===== config.mk =====
export PLATFORM = sky130hd
export DESIGN_NAME = dmem_arbiter
export DESIGN_NICKNAME = d
export VERILOG_FILES = /design/src/rtl/dmem_arbiter_pkg.sv /design/src/rtl/dmem_arb_pick.sv /design/src/rtl/dmem_arbiter.sv
export SDC_FILE = /design/constraint.sdc
export NUM_CORES = 1
export LEC_CHECK = 0
export CELL_PAD_IN_SITES_DETAIL_PLACEMENT = 1
export CELL_PAD_IN_SITES_GLOBAL_PLACEMENT = 2
export CORE_MARGIN = 3
export CORE_UTILIZATION = 19
export CTS_CLUSTER_SIZE = 8
export DETAILED_ROUTE_END_ITERATION = 8
export HOLD_SLACK_MARGIN = 0.06
export PLACE_DENSITY_LB_ADDON = 0.15
export SLEW_MARGIN = 20
export SYNTH_ARGS = -nofsm -noshare
export SYNTH_HDL_FRONTEND = slang
export SYNTH_SLANG_ARGS = --single-unit

===== constraint.sdc =====
create_clock -name clk -period 3.05 [get_ports clk]
set_input_delay 0.61 -clock clk [delete_from_list [all_inputs] [get_ports clk]]
set_output_delay 0.61 -clock clk [all_outputs]
set_load 0.01 [all_outputs]

===== src/rtl/dmem_arbiter_pkg.sv =====
// Shared constants for the data-memory arbiter: requester indices, default widths,
// and a saturating helper for the I/O wait counter.
package dmem_arbiter_pkg;

  localparam int REQ_CPU = 0;
  localparam int REQ_IO  = 1;
  localparam int AW_DEF  = 8;
  localparam int DW_DEF  = 8;

  function automatic logic [2:0] sat_inc3(input logic [2:0] v);
    logic [2:0] r;
    if (v == 3'd7) begin
      r = 3'd7;
    end else begin
      r = v + 3'd1;
    end
    return r;
  endfunction

endpackage


===== src/rtl/dmem_arb_pick.sv =====
// Pure grant logic: one-hot grant from the request pair. prio_io_i decides
// who wins only when both requesters ask in the same cycle.
module dmem_arb_pick
  import dmem_arbiter_pkg::*;
(
  input  logic [1:0] req_i,
  input  logic       prio_io_i,
  output logic [1:0] gnt_o
);

  // Contention goes to the prioritised requester; otherwise the lone requester wins.
  always_comb begin
    gnt_o = 2'b00;
    if (req_i[REQ_CPU] && req_i[REQ_IO]) begin
      if (prio_io_i) begin
        gnt_o[REQ_IO] = 1'b1;
      end else begin
        gnt_o[REQ_CPU] = 1'b1;
      end
    end else begin
      gnt_o = req_i;
    end
  end

endmodule


===== src/rtl/dmem_arbiter.sv =====
// Two-port arbiter in front of the single-port data memory. Define DMEM_ARB_RR_EN
// for alternating priority; otherwise CPU priority with MAX_WAIT I/O promotion.
module dmem_arbiter
  import dmem_arbiter_pkg::*;
#(
  parameter int AW       = AW_DEF,
  parameter int DW       = DW_DEF,
  parameter int MAX_WAIT = 3
) (
  input  logic          clk,
  input  logic          reset,
  input  logic          cpu_req,
  input  logic          cpu_we,
  input  logic [AW-1:0] cpu_addr,
  input  logic [DW-1:0] cpu_wd,
  input  logic          io_req,
  input  logic          io_we,
  input  logic [AW-1:0] io_addr,
  input  logic [DW-1:0] io_wd,
  output logic          cpu_gnt,
  output logic          io_gnt,
  output logic [DW-1:0] cpu_rd,
  output logic [DW-1:0] io_rd,
  output logic          cpu_rvalid,
  output logic          io_rvalid,
  output logic          mem_we,
  output logic [AW-1:0] mem_addr,
  output logic [DW-1:0] mem_wd,
  input  logic [DW-1:0] mem_rd
);

  logic [1:0]    req_s;
  logic [1:0]    pick_s;
  logic          prio_io_s;
  logic          cpu_gnt_s;
  logic          io_gnt_s;
  logic          cpu_rvalid_d, cpu_rvalid_q;
  logic          io_rvalid_d, io_rvalid_q;
  logic [DW-1:0] cpu_rd_d, cpu_rd_q;
  logic [DW-1:0] io_rd_d, io_rd_q;

  always_comb begin
    req_s          = 2'b00;
    req_s[REQ_CPU] = cpu_req;
    req_s[REQ_IO]  = io_req;
  end

`ifdef DMEM_ARB_RR_EN
  logic last_io_d, last_io_q;

  assign prio_io_s = ~last_io_q;

  always_comb begin
    if (cpu_gnt_s) begin
      last_io_d = 1'b0;
    end else if (io_gnt_s) begin
      last_io_d = 1'b1;
    end else begin
      last_io_d = last_io_q;
    end
  end

  always_ff @(posedge clk or posedge reset) begin
    if (reset) begin
      last_io_q <= 1'b0;
    end else begin
      last_io_q <= last_io_d;
    end
  end
`else
  logic [2:0] wcnt_d, wcnt_q;

  assign prio_io_s = (wcnt_q >= 3'(MAX_WAIT));

  always_comb begin
    if (!io_req || io_gnt_s) begin
      wcnt_d = 3'd0;
    end else begin
      wcnt_d = sat_inc3(wcnt_q);
    end
  end

  always_ff @(posedge clk or posedge reset) begin
    if (reset) begin
      wcnt_q <= 3'd0;
    end else begin
      wcnt_q <= wcnt_d;
    end
  end
`endif

  dmem_arb_pick u_pick (
    .req_i     (req_s),
    .prio_io_i (prio_io_s),
    .gnt_o     (pick_s)
  );

  // Grants are masked during reset so an aborted cycle can never write.
  assign cpu_gnt_s = pick_s[REQ_CPU] & ~reset;
  assign io_gnt_s  = pick_s[REQ_IO] & ~reset;

  always_comb begin
    mem_addr = cpu_addr;
    mem_wd   = cpu_wd;
    mem_we   = 1'b0;
    if (io_gnt_s) begin
      mem_addr = io_addr;
      mem_wd   = io_wd;
      mem_we   = io_we;
    end else if (cpu_gnt_s) begin
      mem_we = cpu_we;
    end else begin
      mem_we = 1'b0;
    end
  end

  always_comb begin
    cpu_rvalid_d = cpu_gnt_s & ~cpu_we;
    io_rvalid_d  = io_gnt_s & ~io_we;
    cpu_rd_d     = cpu_rvalid_d ? mem_rd : cpu_rd_q;
    io_rd_d      = io_rvalid_d ? mem_rd : io_rd_q;
  end

  always_ff @(posedge clk or posedge reset) begin
    if (reset) begin
      cpu_rvalid_q <= 1'b0;
      io_rvalid_q  <= 1'b0;
      cpu_rd_q     <= '0;
      io_rd_q      <= '0;
    end else begin
      cpu_rvalid_q <= cpu_rvalid_d;
      io_rvalid_q  <= io_rvalid_d;
      cpu_rd_q     <= cpu_rd_d;
      io_rd_q      <= io_rd_d;
    end
  end

  assign cpu_gnt    = cpu_gnt_s;
  assign io_gnt     = io_gnt_s;
  assign cpu_rvalid = cpu_rvalid_q;
  assign io_rvalid  = io_rvalid_q;
  assign cpu_rd     = cpu_rd_q;
  assign io_rd      = io_rd_q;

endmodule


### After elaboration in Yosys (flattened, before gate mapping)

Cells that the tools add are included.

* register bits: 21
* word-level logic and storage cells: 27

* eq/ne operators: 1
* order comparisons: 1
* reductions and logical operators: 3
* add/sub/neg operators: 1
* muxes and demuxes: 9
* bitwise gates (word level): 7

Operators by type and width (count)
* 8-bit two-way mux: 2
* 3-bit two-way mux: 2
* 1-bit bitwise AND: 4
* 1-bit two-way mux: 4
* 3-bit by 1-bit adder with 3-bit output, second input constant: 1
* 3-bit == test, second input constant: 1
* 3-bit by 2-bit greater-or-equal comparator with 1-bit output, second input constant: 1
* 1-bit NOT: 3
* 2-bit two-way mux: 1
* 1-bit logical AND: 1
* 1-bit zero test: 1
* 1-bit logical OR: 1

### Longest topological paths before layout

Gate-level depths: netlist of the first run.

* depth in word-level cells: 6
* gate-level depth with buffers: 5
* mapped depth without buffers: 4

### Modules after synthesis

A second synthesis of the first run with hierarchy kept.

* cell total of the unflattened synthesis: 78
* area, all modules: 1186.1 µm²

Modules (own cells, without submodules)
* dmem_arbiter: sequential area each 525.5 µm², area each 1167.4 µm², cells each 75, times used 1
* dmem_arb_pick: sequential area each 0.0 µm², area each 18.8 µm², cells each 3, times used 1

### Worst setup path before layout of the first run

Ideal clock, no wire load.

* kind: register -> output
* start point: reg wcnt_q[0]
* end point: out mem_addr[2]
* arrival: 1.761 ns
* slack: 0.679 ns
* data required time: 2.440 ns
* stages on the path, launching flop included: 6
* buffers on the path: 1
* cells stage by stage: dfrtp_1 -> ha_1 -> a211oi_4 -> a21oi_2 -> buf_4 -> mux2_2

* longest elaborated chain between the ends: 5

RTL lines
* start: declaration: line dmem_arbiter.sv:71 `logic [2:0] wcnt_d, wcnt_q;`
* start signal: assignment: line dmem_arbiter.sv:87 `wcnt_q <= wcnt_d;`
* 3-bit by 2-bit greater-or-equal comparator with 1-bit output: line dmem_arbiter.sv:73 `assign prio_io_s = (wcnt_q >= 3'(MAX_WAIT));`
* 1-bit two-way mux: line dmem_arb_pick.sv:15 `if (prio_io_i) begin`
* 2-bit two-way mux: line dmem_arb_pick.sv:14 `if (req_i[REQ_CPU] && req_i[REQ_IO]) begin`
* 1-bit bitwise AND: line dmem_arbiter.sv:100 `assign io_gnt_s = pick_s[REQ_IO] & ~reset;`
* net io_gnt: line dmem_arbiter.sv:21 `output logic io_gnt,`
* 8-bit two-way mux: line dmem_arbiter.sv:106 `if (io_gnt_s) begin`
* end: declaration: line dmem_arbiter.sv:27 `output logic [AW-1:0] mem_addr,`

The timed path passes the listed nets, and every way through them passes these cells.

### Final worst setup path of the first run

* start point: in reset
* end point: out mem_wd[0]

* longest elaborated chain between the ends: 3

RTL lines
* start: declaration: line dmem_arbiter.sv:11 `input logic reset,`
* 1-bit NOT: line dmem_arbiter.sv:100
* 1-bit bitwise AND: line dmem_arbiter.sv:100
* 8-bit two-way mux: line dmem_arbiter.sv:106
* end: declaration: line dmem_arbiter.sv:28 `output logic [DW-1:0] mem_wd,`

Every way passes these cells.

==> results of run 1 <==
-- cells in the mapped netlist, drive strengths merged --
| cell | n | area, um^2 |
|---|---|---|
| buf | 1 | 7.510 |
| inv | 2 | 7.510 |
| nand2b | 1 | 6.260 |
| a211o | 1 | 8.760 |
| o211ai | 1 | 7.510 |
| a21oi | 4 | 23.77 |
| nand2 | 2 | 7.510 |
| nor2 | 1 | 3.750 |
| mux2 | 32 | 360.4 |
| or2b | 1 | 7.510 |
| a21o | 1 | 8.760 |
| ha | 1 | 12.51 |
| a211oi | 4 | 67.57 |
| nor3 | 2 | 10.01 |
| dfrtp | 21 | 525.5 |
-- cells by family after synthesis --
family,count (synthesis)
fa+ha+maj,1
buf+inv,3
simple gates,7
mux,32
flops,21
compound gates,11
-- stage by stage --
stage | hold slack, ps | area [um^2] | worst slack (ps)
4_1_cts | 516.4 | 2076 | 12.95
6_report | 508.4 | 2128 | 82.02
5_1_grt | 528.4 | 2128 | 6.923
2_1_floorplan | 535.0 | 1065 | 678.7
3_5_place_dp | 499.5 | 2023 | 16.24
3_3_place_gp | 488.0 | 2023 | 60.10
-- layout make-up --
type	count	share of cell area, %
sequential	21	24.69
inverter	2	0.3527
tap	70	4.115
timing repair buffer	93	43.97
multi-input combinational	51	24.75
clock buffer	4	2.116
-- registers in the layout (all words and copies together) (netlist names) --
name and cells:
cpu_rvalid 1, io_rvalid 1, io_rd 8, cpu_rd 8
wcnt_q 3
-- power breakdown --
group | total, uW | leakage (uW) | internal [uW] | switching [uW]
registers | 363 | 0.000257 | 332 | 30.5
clock network | 175 | 0.0000228 | 92.7 | 81.8
logic | 356 | 0.000628 | 238 | 118
total | 894 | 0.000908 | 663 | 231
-- routing by layer --
layer | global-route usage [%] | vias to the layer above
li1 | - | 466
met5 | 0 | -
met1 | 11.33 | 476
met3 | 4.656 | 4
met4 | 4.561 | 0
met2 | 18.39 | 55
-- cells in the final DEF (no fill, tap or decap), types with 2 or more instances in the layout --
master	Yosys	routed
sky130_fd_sc_hd__nor3_1	2	2
sky130_fd_sc_hd__clkdlybuf4s50_1	0	74
sky130_fd_sc_hd__inv_1	2	2
sky130_fd_sc_hd__dlymetal6s2s_1	0	8
sky130_fd_sc_hd__dfrtp_1	21	21
sky130_fd_sc_hd__clkbuf_8	0	3
sky130_fd_sc_hd__a21oi_1	3	3
sky130_fd_sc_hd__a211oi_4	3	3
sky130_fd_sc_hd__nand2_1	2	2
sky130_fd_sc_hd__buf_4	1	10
sky130_fd_sc_hd__mux2_2	32	32
-- what timing repair did --
item | CTS | global route
endpoints found under the setup margin | 16 | 17
pin swaps | 1 | 0
gates resized for setup | 0 | 9
buffers inserted | 1 | 4
-- worst paths after layout --
check / start / to / slack [ps] / depth (start not counted)
setup / recovery: reset / mem_wd[0] / 80 / 6
hold reg to reg: io_rd[0]$_DFFE_PP0P_ / io_rd[0]$_DFFE_PP0P_ / 510 / 1
max in group asynchronous: reset / cpu_rd[5]$_DFFE_PP0P_ / 1960 / 4
setup reg to reg: wcnt_q[0]$_DFF_PP0_ / cpu_rd[7]$_DFFE_PP0P_ / 970 / 4
min in group asynchronous: reset / wcnt_q[2]$_DFF_PP0_ / 880 / 4
hold / removal: io_rd[0]$_DFFE_PP0P_ / io_rd[0]$_DFFE_PP0P_ / 510 / 1
-- worst reg2reg max path: cells and delay by family, from the launching register on --
| family | cells | cell delay, ps |
|---|---|---|
| adders and majority gates | 1 | 260 |
| muxes | 1 | 400 |
| DFF | 1 | 460 |
| AOI/OAI and AO/OA | 2 | 840 |
==> results.sh, run 1 <==
export IMPL_met3WireLength_um=407
export IMPL_place_hpwl_um=2830
export IMPL_yosys_register_bits=21
export IMPL_synth_nets=122
export IMPL_synth_top_family_by_area="multiplexers"
export IMPL_path_buf_inv=3
export IMPL_timing_critical_path_arrival_ps=2360
export IMPL_chipWidth_um=80.86
export IMPL_design_die_area_mm2=0.006538
export IMPL_routedLengthMet1_um=1213
export IMPL_synthesis_yosys_warnings=0
export IMPL_critPathCaptureType="output pin"
export IMPL_route_top_layer_used="met4"
export IMPL_outcome="finished, final reports clean"
export IMPL_clk_root_buffer_cell="sky130_fd_sc_hd__clkbuf_8"
export IMPL_timing_final_crit_period_ps=2968
export IMPL_path_max_fanout=14
export IMPL_critPathMaxStageDelay_ps=490
export IMPL_multiInputGateArea_um2=526.8
export IMPL_syn_to_final_growth_pct=99.88
export IMPL_synth_xor_xnor_area_share_pct=0
export IMPL_critical_path_class="in2out"
export IMPL_timing_fmax_ghz=0.3369
export IMPL_first_global_vias=1134
export IMPL_post_route_util_pct=40.38
export IMPL_report_power_total_uw=893.7
export IMPL_routed_wire_length_per_instance_um=13.94
export IMPL_cp_required_ps=2440
export IMPL_drive_gt1_share_pct=30.41
export IMPL_rsz0062_at_grt="false"
export IMPL_synth_compound_area_share_pct=10.93
export IMPL_crit_chain="clkdlybuf4s50_1, nand2b_1, a21oi_2, buf_12, mux2_2, clkdlybuf4s50_1"
export IMPL_insertion_delay_ps=250
export IMPL_syn_area_per_cell_um2=14.20
export IMPL_cts_tree="built"
export IMPL_final_period_utilization_pct=97.31
export IMPL_area_sequential_um2=525.5
export IMPL_firstDrtPassIters=3
export IMPL_total_global_routing_overflow=0
export IMPL_wire_length_on_met2_um=1687
export IMPL_finalWeightedCongestion=0.6849
export IMPL_cts_buffer_depth=2
export IMPL_critical_path_most_common_cell="sky130_fd_sc_hd__clkdlybuf4s50_1"
export IMPL_slowest_stage="sky130_fd_sc_hd__clkdlybuf4s50_1"
export IMPL_timing_max_transition_violations_final=0
export IMPL_finClkSkew_ps=2.950
export IMPL_dp_cells=232
export IMPL_grt_antenna_before_repair=0
export IMPL_drtAntennaViolNets=0
export IMPL_grt_start_max_net_pins=22
export IMPL_timing_final_setup_violations=0
export IMPL_post_synth_and_or_nand_nor_area_fraction_pct=3.290
export IMPL_synth_sequential_area_ratio_pct=49.35
export IMPL_tritoncts_num_sinks=21
export IMPL_htree_num_levels=1
export IMPL_grt_pass1_wl_um=5375
export IMPL_routed_wirelength_um=3359
export IMPL_cts_made_buffers=3
export IMPL_io_buffers=82
export IMPL_worst_setup_hold_path_clk_slew_ps=70
export IMPL_fillers=577
export IMPL_max_slew_worst_pin_slew_ps=565.0
export IMPL_global_route_usage_total_pct=10.68
export IMPL_initial_utilization_pct=20.20
export IMPL_cts_hold_repair_buffers=0
export IMPL_syn_area_mm2=0.001065
export IMPL_antenna_diode_count=0
export IMPL_totalNegativeSetupSlack_ps=0
export IMPL_1st_iter_drt_viols=27
export IMPL_worstSetupStartpointType="input port"
export IMPL_final_cells=241
export IMPL_ioPinCount=83
export IMPL_hold_violations=0
export IMPL_overall_via_count_from_detail_route=1001
export IMPL_synth_lib_cells_used_distinct=17
export IMPL_core_area_mm2=0.005270
export IMPL_ir_worst_vdd_uv=175.4
export IMPL_multiplexer_share_of_the_synthesized_area_pct=33.84
export IMPL_die_y_um=80.86
export IMPL_drc_errors=0
export IMPL_power_leakage_uw=0.0009079
export IMPL_max_cap_viol_count=0
export IMPL_post_synth_inst_count=75
export IMPL_power_per_cell_area_mw_per_mm2=419.9
export IMPL_nets=219
export IMPL_category_of_cells_accounting_for_the_largest_share_of_critical_path_delay="buffers and inverters"
export IMPL_number_of_vias_per_cell_after_detailed_routing=4.154
export IMPL_slew_limit_headroom_pct=62.21
export IMPL_row_count=26
export IMPL_synth_fa_ha_area_share_pct=1.175
export IMPL_worstHoldPathType="reg2reg"
Power figures use the tool's default switching activity.
==> run 2, diff against run 1 <==
--- a/config.mk
+++ b/config.mk
@@ -7,7 +7,6 @@
 export LEC_CHECK = 0
 export CELL_PAD_IN_SITES_DETAIL_PLACEMENT = 1
 export CELL_PAD_IN_SITES_GLOBAL_PLACEMENT = 2
-export CORE_MARGIN = 3
 export CORE_UTILIZATION = 19
 export CTS_CLUSTER_SIZE = 8
 export DETAILED_ROUTE_END_ITERATION = 8
==> run 2 against run 1 <==
  * Cell count up 2.5%
  * Non-clock buffer count grew 6
  * Via count is 2.5% higher
  * Clock power barely moved
  * Critical path type unchanged
  * Critical endpoint is now mem_addr[2]
  * Highest routed layer unchanged
==> results.sh, run 2 (synthesis results as in run 1) <==
export IMPL_outcome="finished, final reports clean"
export IMPL_timing_final_crit_period_ps=2998
export IMPL_routed_wirelength_um=3146
export IMPL_chipWidth_um=76.86
export IMPL_totalNegativeSetupSlack_ps=0
export IMPL_grt_start_max_net_pins=22
export IMPL_ioPinCount=83
export IMPL_initial_utilization_pct=20.33
export IMPL_total_global_routing_overflow=0
export IMPL_fin_ws_ps=52.45
export IMPL_final_cell_area_mm2=0.002175
export IMPL_power_leakage_uw=0.0009538
export IMPL_max_slew_worst_pin_slew_ps=563.1
export IMPL_routedLengthMet1_um=1142
export IMPL_overall_via_count_from_detail_route=1026
export IMPL_finalWeightedCongestion=0.6832
export IMPL_core_area_mm2=0.005238
export IMPL_power_per_cell_area_mw_per_mm2=411.5
export IMPL_reg2reg_from="wcnt_q[0]$_DFF_PP0_"
export IMPL_first_global_vias=1114
export IMPL_timing_fmax_ghz=0.3336
export IMPL_most_common_layout_cells="73 x sky130_fd_sc_hd__clkdlybuf4s50_1, 32 x sky130_fd_sc_hd__mux2_2, 21 x sky130_fd_sc_hd__dfrtp_1"
export IMPL_routed_wire_length_per_instance_um=12.74
export IMPL_commonest_non_fill_non_tap_cell_in_the_layout="sky130_fd_sc_hd__clkdlybuf4s50_1"
export IMPL_critPathCaptureType="output pin"
export IMPL_max_cap_viol_count=0
export IMPL_global_route_usage_total_pct=11.06
export IMPL_design_die_area_mm2=0.005907
export IMPL_drive_gt1_share_pct=32.77
export IMPL_number_of_vias_per_cell_after_detailed_routing=4.154
export IMPL_cts_made_buffers=3
export IMPL_slew_limit_headroom_pct=62.34
export IMPL_die_y_um=76.86
export IMPL_htree_num_levels=1
export IMPL_critical_path_reg2reg_endpoint="cpu_rd[0]$_DFFE_PP0P_"
export IMPL_preCtsSetupSlack_ps=-2.446
export IMPL_path_max_fanout=14
export IMPL_wire_length_on_met2_um=1621
export IMPL_timing_max_transition_violations_final=0
export IMPL_met3WireLength_um=354
export IMPL_io_buffers=82
export IMPL_worst_setup_slack_for_register_to_register_paths_ps=910
export IMPL_worstHoldPathType="reg2reg"
export IMPL_drc_errors=0
export IMPL_hold_path_startpoint="cpu_rd[1]$_DFFE_PP0P_"
export IMPL_dp_cells=233
export IMPL_worstSetupStartpointType="input port"
export IMPL_reg2reg_depth=4
export IMPL_p_seq_share_pct=40.3
export IMPL_cts_buffer_depth=2
export IMPL_depth_of_the_worst_hold_timing_path=1
export IMPL_1st_iter_drt_viols=4
export IMPL_timing_final_setup_violations=0
export IMPL_final_cells=247
export IMPL_clock_power_share_pct=19.2
export IMPL_hold_violations=0
export IMPL_worst_setup_hold_path_clk_slew_ps=70
export IMPL_firstDrtPassIters=2
export IMPL_p_int_uw=665.2
export IMPL_insertion_delay_ps=250
export IMPL_timing_critical_path_arrival_ps=2390
export IMPL_clk_root_buffer_cell="sky130_fd_sc_hd__clkbuf_8"
export IMPL_antenna_diode_count=0
export IMPL_place_hpwl_um=2600
export IMPL_syn_to_final_growth_pct=104.2
export IMPL_final_period_utilization_pct=98.28
export IMPL_finClkSkew_ps=2.091
export IMPL_nets=225
export IMPL_post_route_util_pct=41.52
export IMPL_route_top_layer_used="met4"
export IMPL_tritoncts_num_sinks=21
export IMPL_grt_antenna_before_repair=0
export IMPL_min_delay_worst_endpoint="cpu_rd[1]$_DFFE_PP0P_"
export IMPL_comb_power_share_pct=40.6
export IMPL_place_area_mm2=0.002031
export IMPL_cp_required_ps=2440
export IMPL_cts_tree="built"
export IMPL_row_count=26
export IMPL_grt_pass1_wl_um=5209
export IMPL_p_sw_uw=229.6
export IMPL_ir_worst_vdd_uv=165.7
export IMPL_switching_share_pct=25.66
export IMPL_critical_path_class="in2out"
export IMPL_drtAntennaViolNets=0
==> run 2: cell count changes in the layout (fill, tap and decap cells not counted), sizes merged <==
cell           delta
dlymetal6s2s      +1
clkbuf            -1
clkdlybuf4s50     -1
buf               +6
clkinv            +1
==> run 2: area by class of cell <==
class	instances	area, um^2
clock buffer	3	41.29
tap	70	87.58
multi-input combinational	51	524.3
inverter	2	7.507
timing repair buffer	99	983.4
fill	543	3063
clock inverter	1	5.005
sequential	21	525.5
==> run 2: power by group through the flow <==
stage	combinational (uW)	clock (uW)	sequential (uW)
floorplan	105	0	390
global placement	352	0	364
detailed placement	360	0	368
finish	363	172	360
CTS	365	184	362
global route	389	195	370
==> run 2: stage by stage <==
| stage | total power, uW | hold slack, ps |
|---|---|---|
| 6_report | 894.8 | 508.7 |
| 5_1_grt | 953.7 | 529.5 |
| 4_1_cts | 910.2 | 513.4 |
| 3_5_place_dp | 728.2 | 495.7 |
| 3_3_place_gp | 715.6 | 489.3 |
| 2_1_floorplan | 495.2 | 535.0 |
==> run 2: worst max-delay path, stage by stage <==
cell,delay (ps)
sky130_fd_sc_hd__clkdlybuf4s50_1,420
sky130_fd_sc_hd__nand2b_1,180
sky130_fd_sc_hd__a21oi_2,190
sky130_fd_sc_hd__buf_12,170
sky130_fd_sc_hd__mux2_2,330
sky130_fd_sc_hd__clkdlybuf4s50_1,490
==> run 2: worst max-delay path by stage <==
stage / startpoint / slack (ps) / endpoint
2_1_floorplan: wcnt_q[0]$_DFF_PP0_ / 680 / mem_addr[2]
3_3_place_gp: reset / 50 / mem_addr[0]
3_5_place_dp: reset / -2 / mem_addr[0]
4_1_cts: reset / 5 / mem_addr[0]
5_1_grt: reset / -5 / mem_wd[6]
6_report: reset / 50 / mem_addr[2]
==> run 2: timing repair <==
| action | in CTS | in global routing |
|---|---|---|
| pin swaps | 1 | 0 |
| setup endpoints to repair | 16 | 16 |
| buffers inserted | 2 | 8 |
| resized for setup | 0 | 9 |
| hold buffers | 0 | 0 |
==> run 2: layer usage <==
layer / GRT usage [%] / up-vias
li1: - / 478
met1: 11.46 / 491
met2: 20.09 / 55
met3: 4.167 / 2
met4: 4.038 / 0
met5: 0 / -
==> run 3, diff against run 2 <==
--- a/config.mk
+++ b/config.mk
@@ -5,6 +5,7 @@
 export SDC_FILE = /design/constraint.sdc
 export NUM_CORES = 1
 export LEC_CHECK = 0
+export CAP_MARGIN = 10
 export CELL_PAD_IN_SITES_DETAIL_PLACEMENT = 1
 export CELL_PAD_IN_SITES_GLOBAL_PLACEMENT = 2
 export CORE_UTILIZATION = 19
==> results of run 3 <==
The final DEF is identical to that of run 2; final timing and power are the same.
==> RTL edit 1 (settings of run 1) <==
Set the package constant `DW_DEF` to 10 (it was 8).
--- a/src/rtl/dmem_arbiter_pkg.sv
+++ b/src/rtl/dmem_arbiter_pkg.sv
@@ -7,3 +7,3 @@
   localparam int AW_DEF  = 8;
-  localparam int DW_DEF  = 8;
+  localparam int DW_DEF  = 10;
 
Ports: changed (6 resized); port bits go from 83 to 95. The function was not compared with the original's and may differ.
==> RTL edit 1 against run 1 <==
  * Design area is 18% higher
  * Count of clock-buffer cells in the layout is 1 lower
  * Critical path depth is 1 higher
  * Largest cell class unchanged
  * Area after synthesis is 18% higher
  * Largest power group is now combinational cells
  * Sequential cell count is 4 higher
  * Power is 19% higher
  * Wire length is 30% higher
  * Setup slack better by 0.015 ns
==> RTL edit 1: results (changes against run 1) <==
- Status: finished, final reports clean
- Routability cong.: 0.683 (-0.26%)
- Max-slew headroom: 0.733 (+0.111)
- CP endpoint: mem_wd[5]
- Logic pwr share: 0.413 (+0.014)
- Number of global-route vias before repair: 1213 (+7.0%)
- Worst r2r path cells: 5 (+1)
- YS warnings: 0 (unchanged)
- P_leak: 1.15 nW (+27%)
- Top post-synthesis cells by area: dfrtp_1 (50%), mux2_2 (26%), mux2_4 (11%)
- Port Buffers: 94 (+15%)
- Routing usage on met2: 0.204 (+0.0202)
- Via density: 4.12 (-0.76%)
- Critical Path AT: 2.34 ns (-0.02 ns)
- Setup Skew: 0.00248 ns (-0.000474 ns)
- NetSw: 0.000284 W (+23%)
- Post-Syn Nets: 140 (+15%)
- Worst-Skew Late Latency: ~0.26 ns
- Seq/Total Area, Yosys: 0.498 (+0.00398)
- Dpl hpwl: 3560 um (+26%)
- Nets: 248 (+13%)
- Top cells by count, synth: mux2_2 (29), dfrtp_1 (25), mux2_4 (9)
- GRT Util Overall: 0.105 (-0.00143)
- Met1 usage: 0.116 (+0.00242)
- Share of cells above drive strength 1: 0.309 (+0.00518)
- Largest net degree at the start of global routing: 26 (+18%)
- Post-route met1 wirelength: 1560 um (+29%)
- Worst vdd rail ir drop: 228 uV (+30%)
- R2R Setup Slk: 0.88 ns (-0.09 ns)
- Routed WL: 4370 um (+30%)
- First-pass GRT wire length: 6160 um (+15%)
- Fill count: 679 (+18%)
- RR Endpoint: cpu_rd[1]
- Initial drt markers: 24 (-11%)
- Metal3 WL: 173 um (-57%)
- GR Layer Usage met3: 0.0265 (-0.0201)
- Clock tree buffer depth: 2 (unchanged)
- Worst path max stage delay: 0.41 ns (-0.08 ns)
- Sequential power: 0.000435 W (+20%)
- Number of buffers created by CTS: 3 (unchanged)
- First-pass DRT Iterations: 2 (-1)
[RTL edit 1: cell count changes in the layout (fill, tap and decap cells not counted), sizes merged, moves of 2 or more]
cell | run 1 | this run
dlymetal6s2s | 8 | 17
mux2 | 32 | 38
clkdlybuf4s50 | 74 | 76
dfrtp | 21 | 25
[RTL edit 1: area by class of cell]
cell class	instances	share of cell area
Clock buffer	3	0.0164
Clock inverter	1	0.00199
Inverter	3	0.00448
Multi-Input combinational cell	55	0.249
Sequential cell	25	0.249
Tap cell	77	0.0383
Timing Repair Buffer	107	0.441
[RTL edit 1: worst register-to-register path, stage by stage, from the launching register on]
cell and delay (ns):
dfrtp_1 0.45, ha_2 0.27, a211o_1 0.34, a2111oi_4 0.35, buf_4 0.29, mux2_2 0.36
[RTL edit 1: metrics by stage]
step / hold slack, ns / std cells / worst slack [ns] / cell area (um^2) / power [W]
after CTS: 0.517 / 269 / 0.00509 / 2420 / 0.00109
after detailed placement: 0.496 / 264 / 0.0123 / 2360 / 0.000885
after floorplan: 0.479 / 87 / 0.839 / 1260 / 0.000602
after global placement: 0.489 / 264 / 0.0248 / 2360 / 0.000873
final: 0.512 / 271 / 0.0975 / 2510 / 0.00107
after global routing: 0.526 / 271 / 0.0310 / 2510 / 0.00113
[RTL edit 1: timing repair]
action | CTS | global route
cloned | 0 | 1
setup buffers | 1 | 1
gates resized for setup | 2 | 20
endpoints found under the setup margin | 18 | 17
[RTL edit 1: kinds of logic (layout without fill, tap and decap cells)]
family / after synthesis / in the layout / share of synthesized area
compound gates: 11 / 11 / 0.0766
fa+ha+maj: 1 / 1 / 0.00995
buf+inv: 7 / 114 / 0.0298
flops: 25 / 25 / 0.498
mux: 38 / 38 / 0.367
simple gates: 5 / 5 / 0.0189
==> RTL edit 2 (flow settings as in run 1) <==
Made on the original files. Add a define of `DMEM_ARB_RR_EN`.
--- a/src/rtl/dmem_arbiter.sv
+++ b/src/rtl/dmem_arbiter.sv
@@ -2,2 +2,4 @@
 // for alternating priority; otherwise CPU priority with MAX_WAIT I/O promotion.
+`define DMEM_ARB_RR_EN
+
 module dmem_arbiter
Check against the original RTL: not equivalent (Yosys sat finds a counterexample within 4 cycles, from zero or initial values and one cycle with reset high).
==> RTL edit 2 against run 1 <==
  * First-iteration DRC count is 67% lower
  * Sequential share of layout area fell by 1.8 points
  * Setup slack worse by 0.0083 ns
  * Wire length is 7.2% higher
  * Power rose by 0.62%
  * Sequential cell count down 2
  * Area after synthesis is 4.6% lower
  * Design area is 2.6% lower
  * Utilization is 1.6 points higher
  * Non-clock buffer count increased by 1
==> RTL edit 2: results (changes against run 1) <==
- Post-Place Cell Area: 1940 um^2 (-4.1%)
- Worst Hold Endpoint: cpu_rd[4]
- First-pass DRT Iterations: 2 (-1)
- R2R Setup Slk: 1.55 ns (+0.58 ns)
- GRT Util Overall: 0.104 (-0.00263)
- Hold path startpoint: cpu_rd[4]
- Clock net power: 0.000171 W (-2%)
- Worst-path fanout max: 12 (-2)
- Post-Syn Nets: 114 (-6.6%)
- Worst Setup SP: cpu_req
- Share of cells above drive strength 1: 0.329 (+0.0252)
- Worst slack at placement: -0.000648 ns (-0.0169 ns)
- Top post-synthesis cells by area: dfrtp_1 (47%), mux2_2 (25%), mux2_4 (13%)
- Async S/R FF share, synth: 1.00 (unchanged)
- Placed Instances: 220 (-5.2%)
- Routability cong.: 0.713 (+4.1%)
- Post CTS Setup Buffer Count: 0 (-1)
- Number of global-route vias before repair: 993 (-12%)
- Hold WS: 0.510 ns (+0.00143 ns)
- RR Endpoint: io_rd[4]
- Status: finished, final reports clean
- Worst vdd rail ir drop: 242 uV (+38%)
- Setup Skew: 0.00482 ns (+0.00187 ns)
- Worst r2r path cells: 5 (+1)
- Worst R2R Start: last_io_q
- Mux share of post-synthesis cell area: 0.388 (+0.0495)
- Seq/Total Area, Yosys: 0.468 (-0.0256)
- Via Count: 929 (-7.2%)
- CP endpoint: mem_wd[7]
- Seq pwr share: 0.378 (-0.028)
- First-pass GRT wire length: 5200 um (-3.2%)
- Switching fraction of total power: 0.268 (+0.00990)
- Nets: 211 (-3.7%)
- Netlist cell types: 16 (-1)
- Synth Area in Compound Gates: 0.0160 (-0.0933)
- Routed wire length per instance: 15.6 um (+12%)
- Initial drt markers: 9 (-67%)
- Largest net degree at the start of global routing: 20 (-9.1%)
- YS warnings: 0 (unchanged)
- P_leak: 0.990 nW (+9.1%)
- Max-slew headroom: 0.521 (-0.101)
- Synth Area in Adders: 0 (-0.0118)
- Dpl hpwl: 2840 um (+0.17%)
- Final Critical Period: 2.98 ns (+0.00830 ns)
- Via density: 4.02 (-3.2%)
- Synthesized area per cell: 14.9 um^2 (+5.2%)
- Logic pwr share: 0.432 (+0.033)
- Top cells by count, synth: mux2_2 (23), dfrtp_1 (19), mux2_4 (9)
RTL edit 2: cell types whose count changed after synthesis, moves of 2 or more:
cell and change:
a211oi_4 -3, a21oi_1 -3, dfrtp_1 -2, mux2_2 -9
mux2_4 +9, nor3_1 -2, nor3_4 +2
RTL edit 2: per-layer routing:
layer	routed length [um]	global-route usage	share of wire
met1	1510	0.126	0.42
met2	1760	0.182	0.49
met3	330	0.0363	0.092
met4	0	0.0155	0
met5	0	0	0
RTL edit 2: final cells by class:
type                            instances  area (um^2)
Clock buffer                            3         41.3
Clock inverter                          1         5.00
Fill cell                             536         2870
Inverter                                3         11.3
Multi-Input combinational cell         44          498
Sequential cell                        19          475
Tap cell                               67         83.8
Timing Repair Buffer                   94          958
RTL edit 2: critical path: stages:
cell	delay (ns)
clkdlybuf4s50_1	0.44
and2_4	0.18
or2_1	0.24
buf_12	0.16
mux2_2	0.21
clkdlybuf4s50_1	0.53
